==> src/rtl/fetch_stage.sv <==
// Fetch stage: program counter, in-order instruction reads, prefetch queue and redirect handling.
// Define FETCH_BYPASS_EN to forward a response straight to decode when the queue is empty.
module fetch_stage #(
  parameter int          DEPTH    = 4,
  parameter logic [31:0] RESET_PC = 32'h00000000,
  parameter logic [31:0] PC_STEP  = 32'd4
) (
  input  logic        clock,
  input  logic        reset_n,
  input  logic        is_pc_changing,
  input  logic        has_flushed,
  input  logic [31:0] next_pc,
  input  logic        hold,
  output logic        is_valid,
  output logic [31:0] pc,
  output logic [31:0] instruction,
  output logic        mem_read,
  output logic [31:0] mem_address,
  input  logic        mem_wait,
  input  logic        mem_data_valid,
  input  logic [31:0] mem_data
);
  localparam int          AW    = $clog2(DEPTH);
  localparam int          CW    = AW + 1;
  localparam logic [CW:0] LIMIT = (CW+1)'(DEPTH);
  localparam logic [31:0] NOP   = 32'h80000000;

  typedef enum logic [1:0] {RUN, STALL, DRAIN} state_t;

  state_t        state, state_nxt;
  logic [31:0]   fetch_pc;
  logic [31:0]   q_addr [DEPTH];
  logic [31:0]   q_data [DEPTH];
  logic [31:0]   af_mem [DEPTH];
  logic [AW-1:0] rd_ptr, wr_ptr, af_rd, af_wr;
  logic [CW-1:0] count, outst, count_nxt, outst_nxt;
  logic [CW:0]   credit;
  logic          accept, head_vld, bypass, pop, push;

  assign accept   = mem_read && !mem_wait;
  assign head_vld = (count != '0) && (state != DRAIN);
`ifdef FETCH_BYPASS_EN
  assign bypass   = mem_data_valid && (count == '0) && !hold && (state != DRAIN) && !has_flushed;
`else
  assign bypass   = 1'b0;
`endif
  assign pop      = head_vld && !hold && !has_flushed;
  // A bypassed word is always taken by decode, so it never occupies a slot.
  assign push     = mem_data_valid && (state != DRAIN) && !has_flushed && !bypass;

  assign count_nxt = has_flushed ? '0 : count + CW'(push) - CW'(pop);
  assign outst_nxt = outst + CW'(accept) - CW'(mem_data_valid);
  assign credit    = {1'b0, count_nxt} + {1'b0, outst_nxt};
  assign mem_address = fetch_pc;

  always_comb begin
    is_valid    = head_vld;
    pc          = head_vld ? q_addr[rd_ptr] : '0;
    instruction = head_vld ? q_data[rd_ptr] : NOP;
    if (bypass) begin
      is_valid    = 1'b1;
      pc          = af_mem[af_rd];
      instruction = mem_data;
    end
  end

  always_comb begin
    state_nxt = state;
    if (has_flushed) state_nxt = (outst_nxt != '0) ? DRAIN : RUN;
    else begin
      case (state)
        RUN:     if (is_pc_changing) state_nxt = STALL;
        STALL:   if (!is_pc_changing) state_nxt = RUN;
        DRAIN:   if (outst_nxt == '0) state_nxt = RUN;
        default: state_nxt = RUN;
      endcase
    end
  end

  always_ff @(posedge clock or negedge reset_n) begin
    if (!reset_n) begin
      state    <= RUN;
      fetch_pc <= RESET_PC;
      count    <= '0;
      outst    <= '0;
      rd_ptr   <= '0;
      wr_ptr   <= '0;
      af_rd    <= '0;
      af_wr    <= '0;
      mem_read <= 1'b0;
    end else begin
      state <= state_nxt;
      count <= count_nxt;
      outst <= outst_nxt;
      // Sum only shrinks while a request waits, so a pending request stays up until taken.
      mem_read <= (state_nxt == RUN) && (credit < LIMIT);
      if (has_flushed) fetch_pc <= next_pc;
      else if (accept) fetch_pc <= fetch_pc + PC_STEP;
      if (has_flushed) begin
        rd_ptr <= '0;
        wr_ptr <= '0;
      end else begin
        if (pop)  rd_ptr <= rd_ptr + AW'(1);
        if (push) wr_ptr <= wr_ptr + AW'(1);
      end
      if (accept)         af_wr <= af_wr + AW'(1);
      if (mem_data_valid) af_rd <= af_rd + AW'(1);
    end
  end

  always_ff @(posedge clock) begin
    if (push) begin
      q_addr[wr_ptr] <= af_mem[af_rd];
      q_data[wr_ptr] <= mem_data;
    end
    if (accept) af_mem[af_wr] <= fetch_pc;
  end

endmodule

==> config.mk <==
export PLATFORM = sky130hd
export DESIGN_NAME = fetch_stage
export DESIGN_NICKNAME = d
export VERILOG_FILES = /design/src/rtl/fetch_stage.sv
export SDC_FILE = /design/constraint.sdc
export NUM_CORES = 1
export LEC_CHECK = 0
export BUFFER_PORTS_ARGS = -buffer_cell sky130_fd_sc_hd__buf_2
export CAP_MARGIN = 20
export CORE_MARGIN = 2
export CORE_UTILIZATION = 50
export CTS_CLUSTER_SIZE = 14
export DETAILED_ROUTE_END_ITERATION = 10
export PLACE_DENSITY = 0.71
export SYNTH_ARGS = -nofsm -noshare
export SYNTH_HDL_FRONTEND = slang
export SYNTH_SLANG_ARGS = --single-unit
==> constraint.sdc <==
create_clock -name clock -period 3.65 [get_ports clock]
set_input_delay 0.365 -clock clock [delete_from_list [all_inputs] [get_ports clock]]
set_output_delay 0.365 -clock clock [all_outputs]
set_load 0.005 [all_outputs]
### Yosys cells after proc, flatten, opt, wreduce, memory -nomap -nowiden

Memories as Yosys holds them, arrays and structs flattened.
Cells that the tools add are included.

* flip-flop bits (word level): 49
* RAM bits: 384
* memories kept: 3
* input bits: 71
* logic and storage cells: 63

Memories
* af_mem: words 4, bits a word 32, read ports 1, clocked after Yosys merged registers in 0, write ports 1, line 34 `logic [31:0] af_mem [DEPTH];`
* q_addr: words 4, bits a word 32, read ports 1, clocked after Yosys merged registers in 0, write ports 1, line 32 `logic [31:0] q_addr [DEPTH];`
* q_data: words 4, bits a word 32, read ports 1, clocked after Yosys merged registers in 0, write ports 1, line 33 `logic [31:0] q_data [DEPTH];`

* reduce and logical (&&, ||, !) cells: 18
* muxes and demuxes: 19
* magnitude comparators: 1
* eq/ne operators: 3
* add/sub/neg operators: 10

Operator list (count)
* $mux W32: 4
* $add A32 B3 Y32 const B: 1
* $mux W2: 9
* $add A2 B1 Y2 const B: 4
* $logic_and A1 B1 Y1: 7
* $add A3 B1 Y3: 2
* $pmux W2 S3: 1
* $reduce_bool A2 Y1: 3
* $reduce_bool A3 Y1: 2
* $sub A3 B1 Y3: 2
* $add A3 B3 Y4: 1
* $logic_not A2 Y1: 2
* $lt A4 B3 Y1 const B: 1
* $mux W1: 4
* $logic_not A1 Y1: 3
* $logic_not A3 Y1: 1
* $mux W3: 1
* $eq A2 B1 Y1 const B: 1
* $eq A2 B2 Y1 const B: 1
* $ne A2 B2 Y1 const B: 1

### Depth between registers and ports, before layout

* depth in word-level cells: 10
* depth in mapped cells: 13
* depth with buffers taken out: 12

### Worst setup path before layout

OpenSTA, ideal clock, no wires.

* path kind: input port to flip-flop
* from: input has_flushed
* to: memory q_addr[0][0], enable pin
* arrival: 2.403 ns
* data required time: 3.221 ns
* library setup time: 0.429 ns
* slack: 0.818 ns
* stages on the path: 3
* path through: clkbuf_1 nor2_1 and3_1

* longest elaborated chain between the ends: 4

Ends and longest elaborated chain
* start: declaration: line 11 `input logic has_flushed,`
* $logic_not A1 Y1: line 49 `assign push = mem_data_valid && (state != DRAIN) && !has_flushed && !bypass;`
* $logic_and A1 B1 Y1: line 49
* $mux W1: line 112 `if (push) begin`
* $mux W1 (implied by the code): line 113 `q_addr[wr_ptr] <= af_mem[af_rd];`
* end: declaration: line 32

Every way passes these cells.

### Worst setup path after layout

* from: register state[1]
* to: register mem_read

* longest elaborated chain between the ends: 9

Ends and longest elaborated chain
* start: declaration: line 30 `state_t state, state_nxt;`
* start signal: assignment: line 92 `state <= state_nxt;`
* $ne A2 B2 Y1 (*): line 41, 49
* $logic_and A1 B1 Y1, on equally long branches: line 49, 41
* $logic_and A1 B1 Y1, on equally long branches: line 49, 47
* $add A3 B1 Y3 or $logic_and A1 B1 Y1 (tied branches): line 51, 47
* $sub A3 B1 Y3 (*): line 51 `assign count_nxt = has_flushed ? '0 : count + CW'(push) - CW'(pop);`
* $mux W3 (*): line 51
* net count_nxt[2]: line 36 `logic [CW-1:0] count, outst, count_nxt, outst_nxt;`
* $add A3 B3 Y4 (*): line 53 `assign credit = {1'b0, count_nxt} + {1'b0, outst_nxt};`
* $lt A4 B3 Y1 (*): line 96 `mem_read <= (state_nxt == RUN) && (credit < LIMIT);`
* $logic_and A1 B1 Y1 (*): line 96
* end signal: assignment: line 96
* end: declaration: line 17 `output logic mem_read,`

Mark *: on every way through the listed nets, which the timed path passes. The rest lies on a longest branch.
A chain may end at the register's enable or synchronous reset.

==> summary.txt <==
Yosys
  • Compound-cell area share of the yosys netlist: between 1.5 and 2%
  • Cell area after synthesis: about 0.017 mm²
  • Synth Area in Adders: 1.34%
  • Sequential area share after synthesis: 74.9%
  • XOR/XNOR Fraction of Synth Area: under 10%
  • Synth warn: 0
  • Net Count, Synth: 958
  • Area contributors post-synth: edfxtp_1 (68%), mux4_2 (13%), dfrtp_1 (7.2%)
  • Mux contribution to synthesized area: 12.9%
  • Largest family of logic cells by synthesized area: multiplexers
  • Top-area cell type share of the netlist area: around two thirds
  • Synth unique cells: 43
  • Synth Instances: a little under 900
  • Synth Area in Simple Gates: 6.39%
  • Syn_area_per_cell: 19.6 µm²
  • Flops & latches, synth: 433
  • Yosys top cell by area: edfxtp_1

Floorplanning
  • IO Pins: 169
  • Die Ht: 189 µm
  • Starting Density: 50.8%
  • Core area: between 0.03 and 0.04 mm²
  • Die footprint: 0.0356 mm²
  • Die X-Extent: 189 µm
  • # rows: 67

Setup path
  • CP startpoint kind: flip-flop
  • Worst Path Arrival: 3.44 ns
  • CP required: just over 4 ns
  • Crit. End Element: flip-flop
  • Crit path max fanout: 7
  • Worst setup path class: reg2reg

GRT
  • Initial antenna violation count: 2
  • First-pass GRT wire length: approximately 50 mm
  • Total grt overflow: 0
  • Largest net degree at the start of global routing: 65
  • Tot GR Track Use: 18.8%
  • Vias in the first global route: 8,945

Drt
  • Via count: 8,604
  • Routed len/inst: 21.2 µm
  • Initial DRT Pass Iterations: 7
  • Routed wire length: 32.8 mm
  • Via density: between 5 and 6
  • Detailed-route DRC error count: 0
  • 1st-iter DRT viols: 576
  • Final ANT Viol Nets: 0

Layout
  • Commonest non-fill, non-tap cell in the layout: edfxtp_1
  • Fillcell total: 2,489
  • FF+latch area: 0.0128 mm²
  • Most frequent cells in the layout: edfxtp_1 (384), buf_2 (168), mux4_2 (96)
  • Area growth from synthesis to layout: 16.6%
  • Share of post-route cells with drive strength above 1: 32.7%
  • NumNets Final: 1,151
  • Multi-input logic area: 0.00404 mm²

Timing
  • Hold WS: 0.0278 ns
  • Final Setup Violations: 0
  • FMAX: 338 MHz
  • Rel. slew slack: 45.9%
  • Max Slew Vio Count: 0
  • Min cycle time layout: 2.96 ns
  • Total negative slack: 0 ns
  • RSZ-0062 raised after global routing: false
  • Final hold vios: 0
  • Clock skew: 0.0227 ns
  • Measured slew at the worst slew-check pin: 0.811 ns
  • Final Cycle Share: 81.0%

Clock network
  • Worst skew pair latency: roughly 0.55 ns
  • CTS Buffer Depth: 3
  • CTS sink count: 433
  • Postcts setup bufs: 0
  • Htree depth: 2
  • CTS tree: done
  • CTS Buf Count: 44
  • Clock root buffer: clkbuf_16
  • CTS clk-pin slew, worst paths: approximately 0.060 ns

Placement
  • Post-DP HPWL: 19.7 mm
  • Number of port buffers: 168
  • Gpl congestion: 0.793

Pwr
  • Seq pwr share: 50.6%
  • Net Sw Power: about 3.0 mW
  • Sw Share: 24.2%
  • Clock share of power: approximately a third
  • Max rail drop VDD: 0.415 mV
  • Pwr dens: 616 mW/mm²
  • Logic gate share of total power: between 10 and 15%
  • Leak: between 6 and 7 nW
  • Power Internal: 9.27 mW

Job
  • Max Cap Viol: 0

Hold path
  • Hold Crit Class: in2reg

Outcome
  • Status: complete, no violations
cell usage after synthesis:
cell / number
edfxtp_1: 384
mux4_2: 96
and2_1: 68
dfrtp_1: 49
nand2_1: 29
clkbuf_1: 25
nor2_1: 22
xnor2_1: 18
or4_1: 17
ha_1: 15
o21ai_0: 15
inv_1: 14
a31oi_1: 13
nand3_1: 13
o31ai_1: 12
buf_2: 9
and3_1: 8
buf_1: 6
nand4_1: 6
nor3_1: 6
nor2b_1: 5
nor4_1: 5
o211ai_1: 4
or3_1: 4
xor2_1: 4
clkbuf_8: 2
fa_1: 2
mux2_2: 2
mux2i_1: 2
nand3_2: 2
a22oi_1: 1
and4_1: 1
buf_4: 1
buf_6: 1
inv_2: 1
nand2b_1: 1
nand3b_1: 1
nand4b_1: 1
nor3b_1: 1
nor4b_1: 1
o211a_1: 1
o311ai_0: 1
or2_2: 1
registers in the layout, summed over array words and instances (netlist names), 3 cells and up:
| signal | count |
|---|---|
| outst | 3 |
| mem_address | 32 |
| af_mem | 128 |
| count | 3 |
| q_addr | 128 |
| q_data | 128 |
power groups by stage:
stage	combinational (mW)	clock (mW)	sequential (mW)
after detailed placement	1.78	0	6.30
after CTS	1.79	4.37	6.20
after global routing	1.93	4.56	6.23
final	1.75	4.29	6.19
after global placement	1.74	0	6.28
after floorplan	1.25	0	6.14
routing by layer:
layer  up-vias  global-route usage, %  wire length (µm)
met4         2                   5.29               647
li1       3874                      -                 -
met1      4418                   26.5             14700
met5         -                      0                13
met2       255                   30.4             15800
met3        55                   3.32              1700
critical path, stage by stage, from the launching register on:
cell and delay, ns:
dfrtp_1 0.37, nor2b_1 0.22, nor2_1 0.39, nand2_1 0.11, ha_1 0.28, inv_1 0.04, ha_1 0.19, fa_1 0.37
xnor2_1 0.17, nor2_1 0.07, ha_1 0.31, nor3_1 0.20, o211a_1 0.18
cells by family after synthesis:
family                   after synthesis
flip-flops                           433
AND/OR/NAND/NOR                      192
multiplexers                         100
buffers and inverters                 59
AO/OA/AOI/OAI                         47
XOR/XNOR                              22
adder cells (fa/ha/maj)               17
final timing paths:
path | from | to | slack, ns | cells past startpoint
hold / removal | next_pc[8] | mem_address[8] | 0.03 | 3
min in group asynchronous | reset_n | mem_address[24] | 0.46 | 2
setup reg to reg | state[1] | mem_read | 0.69 | 12
setup / recovery | state[1] | mem_read | 0.69 | 12
max in group asynchronous | reset_n | mem_address[3] | 2.44 | 3
hold reg to reg | state[1] | state[0] | 0.45 | 1
metrics by stage:
step	instance area (µm²)	utilization [%]	std cells	setup WS, ns	power (mW)
floorplan	17000	-	870	0.818	7.40
global placement	18500	55.1	1464	0.777	8.02
detailed placement	18500	55.1	1464	0.737	8.08
CTS	19900	59.2	1544	0.708	12.4
global route	19900	59.2	1544	0.497	12.7
finish	19900	59.2	1546	0.693	12.2
layout make-up:
class,instances,area share (%)
Inverter,15,0.283
Tap cell,448,2.82
Timing Repair Buffer,191,5.30
Sequential cell,433,64.3
Clock buffer,67,6.29
Multi-Input combinational cell,378,20.4
Antenna cell,2,0.0252
Clock inverter,12,0.649
repair_timing:
item / 4_1_cts / 5_1_grt
hold buffers: 1 / 0
resized for setup: 0 / 0
setup endpoints to repair: 0 / 0
hold endpoints to repair: 32 / 0
Power figures use the tool's default switching activity.
